$ cat src/rtl/request_unit.sv
// ============================================================================
// Module   : request_unit
// Purpose  : Sequences instruction fetch and optional data access, and gates
//            the PC-advance strobe so that each instruction retires once.
// Options  : REQ_TIMEOUT_EN enables the data-request timeout (req_err).
// Revision : 1.0 - initial release
// ============================================================================
`default_nettype none

module request_unit #(
  parameter int TIMEOUT_CYC = 255,
  parameter int CNT_W       = 8
) (
  input  logic CLK,
  input  logic nRST,
  input  logic ihit,
  input  logic dhit,
  input  logic cu_dREN,
  input  logic cu_dWEN,
  input  logic cu_halt,
  output logic imemREN,
  output logic dmemREN,
  output logic dmemWEN,
  output logic pcEn,
  output logic halt,
  output logic req_err
);

  typedef enum logic [1:0] {
    IDLE   = 2'd0,
    DLOAD  = 2'd1,
    DSTORE = 2'd2,
    HALTED = 2'd3
  } state_t;

  state_t state;
  state_t next_state;

  if (TIMEOUT_CYC >= (1 << CNT_W)) begin : g_cfg_check
    $error("request_unit: TIMEOUT_CYC must be below 2**CNT_W");
  end

  // Async clear drops any held data request without waiting for a clock.
  always_ff @(posedge CLK or negedge nRST) begin
    if (!nRST) begin
      state <= IDLE;
    end else begin
      state <= next_state;
    end
  end

  always_comb begin
    next_state = state;
    imemREN    = 1'b0;
    dmemREN    = 1'b0;
    dmemWEN    = 1'b0;
    pcEn       = 1'b0;
    halt       = 1'b0;
    case (state)
      IDLE: begin
        imemREN = 1'b1;
        if (ihit) begin
          if (cu_halt) begin
            next_state = HALTED;
          end else if (cu_dWEN) begin
            next_state = DSTORE;
          end else if (cu_dREN) begin
            next_state = DLOAD;
          end else begin
            pcEn = 1'b1;
          end
        end
      end
      DLOAD: begin
        dmemREN = 1'b1;
        if (dhit) begin
          pcEn       = 1'b1;
          next_state = IDLE;
        end
      end
      DSTORE: begin
        dmemWEN = 1'b1;
        if (dhit) begin
          pcEn       = 1'b1;
          next_state = IDLE;
        end
      end
      HALTED: begin
        halt = 1'b1;
      end
      default: begin
        next_state = IDLE;
      end
    endcase
  end

`ifdef REQ_TIMEOUT_EN
  localparam logic [CNT_W-1:0] CNT_MAX     = '1;
  localparam logic [CNT_W-1:0] TIMEOUT_VAL = CNT_W'(TIMEOUT_CYC);

  logic [CNT_W-1:0] wait_cnt;
  logic [CNT_W-1:0] cnt_next;
  logic             err_q;
  logic             busy;

  assign busy = (state == DLOAD) || (state == DSTORE);

  always_comb begin
    cnt_next = wait_cnt;
    if ((state == IDLE) && ((next_state == DLOAD) || (next_state == DSTORE))) begin
      cnt_next = '0;
    end else if (busy && !dhit && (wait_cnt != CNT_MAX)) begin
      cnt_next = wait_cnt + 1'b1;
    end
  end

  // Error flags on the same edge the count reaches the limit; request keeps waiting.
  always_ff @(posedge CLK or negedge nRST) begin
    if (!nRST) begin
      wait_cnt <= '0;
      err_q    <= 1'b0;
    end else begin
      wait_cnt <= cnt_next;
      if (busy && (cnt_next >= TIMEOUT_VAL)) begin
        err_q <= 1'b1;
      end
    end
  end

  assign req_err = err_q;
`else
  assign req_err = 1'b0;
`endif

endmodule

`default_nettype wire

$ cat config.mk
export PLATFORM = sky130hd
export DESIGN_NAME = request_unit
export DESIGN_NICKNAME = d
export VERILOG_FILES = /design/src/rtl/request_unit.sv
export SDC_FILE = /design/constraint.sdc
export NUM_CORES = 1
export LEC_CHECK = 0
export CAP_MARGIN = 0
export CORE_AREA = 8 8 45 47
export CTS_CLUSTER_DIAMETER = 120
export CTS_CLUSTER_SIZE = 25
export DETAILED_ROUTE_END_ITERATION = 16
export DIE_AREA = 0 0 53 55
export GPL_ROUTABILITY_DRIVEN = 0
export PLACE_DENSITY = 0.52
export SLEW_MARGIN = 20
export SYNTH_ARGS = -nofsm -noshare
export SYNTH_HDL_FRONTEND = slang
export SYNTH_SLANG_ARGS = --single-unit
export TNS_END_PERCENT = 100
$ cat constraint.sdc
create_clock -name CLK -period 1.7 [get_ports CLK]
set_input_delay 0.34 -clock CLK [delete_from_list [all_inputs] [get_ports CLK]]
set_output_delay 0.34 -clock CLK [all_outputs]
set_load 0.01 [all_outputs]
==> results of run 1 <==
==> layout by cell type, fill, tap and decap left out, drive strengths merged, types with 2 or more instances in the layout <==
| cell type | n |
|---|---|
| dfrtp | 2 |
| ha | 4 |
| clkdlybuf4s50 | 3 |
| dlygate4sd2 | 5 |
| buf | 11 |
| mux2i | 2 |
| inv | 3 |
| clkbuf | 3 |
==> worst max-delay path by stage <==
stage	depth (start not counted)	slack [ns]	to	start
after CTS	6	-0.13	pcEn	state[0]$_DFFE_PN0P_
after detailed placement	5	-0.51	pcEn	cu_dWEN
after global placement	5	-0.50	pcEn	cu_dWEN
final	6	0.009	pcEn	state[0]$_DFFE_PN0P_
after floorplan	5	0.15	pcEn	state[0]$_DFFE_PN0P_
after global routing	6	-0.10	pcEn	state[1]$_DFFE_PN0P_
==> kinds of logic after synthesis <==
group           count (synthesis)  synth area share
simple gates                    4            0.1977
other cells                     1           0.01693
fa+ha+maj                       4            0.2260
compound gates                  3           0.09040
mux                             3            0.1582
flops                           2            0.2260
buf+inv                         4           0.08475
==> routing by layer <==
layer | vias up | routed length [um] | global-route usage
li1 | 115 | - | -
met1 | 105 | 208 | 0.02269
met2 | 6 | 342 | 0.07813
met3 | 2 | 51 | 0.02674
met4 | 0 | 7 | 0.05172
met5 | - | 0 | 0
==> power by group through the flow <==
stage	clock (uW)	sequential [uW]	combinational (uW)
detailed placement	0	84.3	588
finish	101	88.1	600
global placement	0	85.0	588
CTS	107	83.7	553
global route	113	90.2	660
floorplan	0	92.1	293
==> metrics by stage <==
stage	setup TNS (ns)	instances
final	0	60
after global routing	-0.1025	60
after CTS	-0.1341	59
after detailed placement	-0.5077	55
after global placement	-0.5032	55
after floorplan	0	21
==> what timing repair did <==
action / CTS / global route
endpoints found under the hold margin: 0 / 0
resized for setup: 9 / 8
pin swaps: 2 / 3
setup endpoints to repair: 5 / 1
setup buffers: 1 / 1
hold buffers: 0 / 0
==> area by class of cell <==
cell class / instances / area (um^2) / share of cell area
timing repair buffer: 21 / 176.4 / 0.3917
multi-input combinational: 15 / 170.2 / 0.3778
sequential: 2 / 50.05 / 0.1111
clock buffer: 3 / 22.52 / 0.05000
tap: 16 / 20.02 / 0.04444
inverter: 3 / 11.26 / 0.02500
==> results.tsv, run 1 <==
metric	value	unit
outcome	complete, no violations	
crit_family	flip-flops	
ir_drop	0.3523	mV
clockBufferDepth	2	
yosys-top-cells-count	4 x ha_1, 3 x inv_1, 2 x dfrtp_1, 2 x mux2i_1	
final_area	450.4	um^2
p_sw_frac	0.3559	
portBuffers	11	
r2r_cells	6	
cp.required	1.36	ns
rsz0062_at_grt	true	
dr.pass1.iters	1	
hold_path.class	in -> async	
p_switching	280.7	uW
dp_hpwl	489.1	um
setup_viol	0	
reg_top3	state: 2 flops	
period_minus_slack	1.691	ns
synth.distinct_cells	14	
synth_nets	32	
pwr-share-seq	0.112	
rows	14	
initial_core_util	0.1600	
maxCapViolCount	0	
drtIter0Drc	0	
cts_tree	done	
critical_path_class	reg -> out	
power_frac_clock	0.128	
final_antenna_net_count	0	
regMostFlops	state	
synth_most_common_cell	ha_1	
synthArstFlopShare	1.000	
r2r_end	state[0]$_DFFE_PN0P_	
dieArea	2915	um^2
cp-end-kind	output pin	
die_h	55	um
power.internal	508.0	uW
n_antenna_cell	0	
worstPathMaxFanout	2	
ys_warn_count	0	
ys.flop_type	dfrtp_1	
power_density	1751	nW/um^2
arrival	1.35	ns
finalMaxSlewViolations	0	
power	788.7	uW
synth_edf_count	0	
yosysSeqAreaShare	0.2260	
insertion_delay	0.22	ns
synthCells	21	
fin_ws	0.008875	ns
crit_chain	inv_2 > ha_4 > nor4b_4 > a22oi_2 > nor2_1 > buf_2	
largest_reg_flops	2	
cts_inserted_buffers	3	
ioPinCount	13	
hold_slack	0.2856	ns
leakagePower	0.0002385	uW
drcViolationCount	0	
cts_max_level	1	
totalWireLength	609	um
place_area	404.1	um^2
syn_avg_cell_area	10.55	um^2
fp.dieW	53	um
nets	57	
final_util	0.3255	
grt_pass1_vias	211	
antenna_found_initial	0	
fill_cells	161	
fmax	591.3	MHz
grt_pass1_wl	807	um
rrSetupSlack	0.12	ns
clock_skew	0.0007434	ns
grt_max_degree	4	
syn_area	221.5	um^2
post_drt_wl_per_cell	10.15	um
core_area	1384	um^2
viasPerCell	3.800	
cp-start-kind	flip-flop	
synthToLayoutAreaGrowth	103.4	%
yosysTopAreaCell	dfrtp_1	
synth_top_area_share	0.2260	
grt.overflow.total	0	
max_stage_delay	0.37	ns
timing.final.crit_share	0.9948	
dp_slack	-0.5077	ns
rr_startpoint	state[0]$_DFFE_PN0P_	
vias	228	
clock-root-buffer	clkbuf_4	
clock-sinks	2	
clk_pin_slew	0.03	ns
comb_power_share	0.761	
ys_ff_latch	2	
track_usage	0.04201	
layout-drive-gt1-share	0.4773	
slowest_stage	dfrtp_1	
ys_top_cells_by_area	dfrtp_1 23%, ha_1 23%, nor4b_4 11%, mux2i_1 9.0%, mux2_4 6.8%	
path_buf_inv	2	
hold_viol_final	0	
Note: power is estimated with default switching activity, not from simulation.
==> run 2: changes to the inputs <==
HOLD_SLACK_MARGIN = 0.06   (was not set)
SKIP_LAST_GASP = 1   (was not set)
==> run 2 against run 1 <==
Worst hold slack is the same; register-to-register slack hardly changed; critical path depth unchanged; clock skew did not move; die area did not move; utilization is 0.090 points lower; final area shrank 0.28%; global-route usage unchanged; sequential power about the same; largest cell class unchanged; power shrank 0.43%.
==> results.tsv, run 2 (synthesis gave the netlist of run 1 again) <==
metric	value	unit
leakagePower	0.0002408	uW
setup_viol	0	
rows	14	
critical_path_class	reg -> out	
grt_pass1_wl	807	um
antenna_found_initial	0	
drcViolationCount	0	
clk_pin_slew	0.03	ns
ioPinCount	13	
maxCapViolCount	0	
fmax	591.3	MHz
dr.pass1.iters	1	
power_density	1748	nW/um^2
portBuffers	11	
post_drt_wl_per_cell	10.15	um
core_area	1384	um^2
initial_core_util	0.1600	
vias	228	
nets	57	
clock-sinks	2	
reg_top3	state: 2 flops	
synthToLayoutAreaGrowth	102.8	%
outcome	complete, no violations	
insertion_delay	0.22	ns
period_minus_slack	1.691	ns
clock_skew	0.0007434	ns
timing.final.crit_share	0.9948	
final_cell_mix	10 x buf_4, 6 x dlygate4sd2_1, 3 x ha_1, 3 x clkbuf_4, 3 x clkdlybuf4s50_1	
cp-end-kind	output pin	
worstPathMaxFanout	2	
clock-root-buffer	clkbuf_4	
fp.dieW	53	um
cp.required	1.36	ns
hold_viol_final	0	
hold_slack	0.2856	ns
cts_max_level	1	
regMostFlops	state	
ir_drop	0.3523	mV
fill_cells	159	
viasPerCell	3.800	
track_usage	0.04201	
layout-drive-gt1-share	0.4773	
rrSetupSlack	0.12	ns
totalWireLength	609	um
rsz0062_at_grt	true	
clockBufferDepth	2	
hold_path.class	in -> async	
arrival	1.35	ns
cts_inserted_buffers	3	
largest_reg_flops	2	
final_common_cell	buf_4	
drtIter0Drc	0	
finalMaxSlewViolations	0	
final_antenna_net_count	0	
n_antenna_cell	0	
cp-start-kind	flip-flop	
grt_pass1_vias	211	
dp_hpwl	489.1	um
grt.overflow.total	0	
grt_max_degree	4	
die_h	55	um
cts_tree	done	
dieArea	2915	um^2
setup_tns	0	ns
[run 2: worst max-delay path, cell delays in order, from the launching register on]
cell and delay, ns:
dfrtp_1 0.37, inv_2 0.08, ha_4 0.13, nor4b_4 0.23, a22oi_2 0.08, nor2_1 0.11, buf_2 0.13
[run 2: layout make-up]
| cell class | count | area (um^2) | share of cell area |
|---|---|---|---|
| Timing Repair Buffer | 21 | 175.2 | 0.3900 |
| Sequential cell | 2 | 50.05 | 0.1114 |
| Multi-Input combinational cell | 15 | 170.2 | 0.3788 |
| Inverter | 3 | 11.26 | 0.02507 |
| Tap cell | 16 | 20.02 | 0.04457 |
| Clock buffer | 3 | 22.52 | 0.05014 |
[run 2: final timing paths]
check                                        to                 start  cells past startpoint
max                                        pcEn  state[0]$_DFFE_PN0P_                      6
max reg2reg                state[0]$_DFFE_PN0P_  state[0]$_DFFE_PN0P_                      6
min reg2reg                state[0]$_DFFE_PN0P_  state[0]$_DFFE_PN0P_                      2
max in group asynchronous  state[0]$_DFFE_PN0P_                  nRST                      1
min                        state[1]$_DFFE_PN0P_                  nRST                      1
min in group CLK           state[1]$_DFFE_PN0P_               cu_halt                      4
[run 2: repair_timing]
action	CTS	global route
hold endpoints to repair	0	0
hold buffers	0	0
pin swaps	2	3
gates cloned	0	0
gates resized for setup	9	7
setup buffers	1	1
setup endpoints to repair	5	1
[run 2: metal layers]
metal / share of wire / track usage / wire (um)
met1: 0.34 / 0.02269 / 209
met2: 0.56 / 0.07813 / 341
met3: 0.084 / 0.02674 / 51
met4: 0.011 / 0.05172 / 7
met5: 0 / 0 / 0
[run 2: where the power goes]
group | total [uW] | switching, uW | internal (uW)
registers | 88.1 | 14.1 | 74.1
clock network | 101 | 23.2 | 77.5
logic | 596 | 243 | 353
total | 785 | 280 | 505
[run 2: through the flow]
stage | utilization | instances | instance area (um^2) | setup WS [ns] | power [uW]
2_1_floorplan | - | 21 | 221.5 | 0.1486 | 384.8
3_3_place_gp | 0.2920 | 55 | 404.1 | -0.5032 | 672.5
3_5_place_dp | 0.2920 | 55 | 404.1 | -0.5077 | 672.1
4_1_cts | 0.3092 | 59 | 427.9 | -0.1341 | 743.2
5_1_grt | 0.3246 | 60 | 449.2 | -0.1025 | 859.6
6_report | 0.3246 | 60 | 449.2 | 0.008875 | 785.3
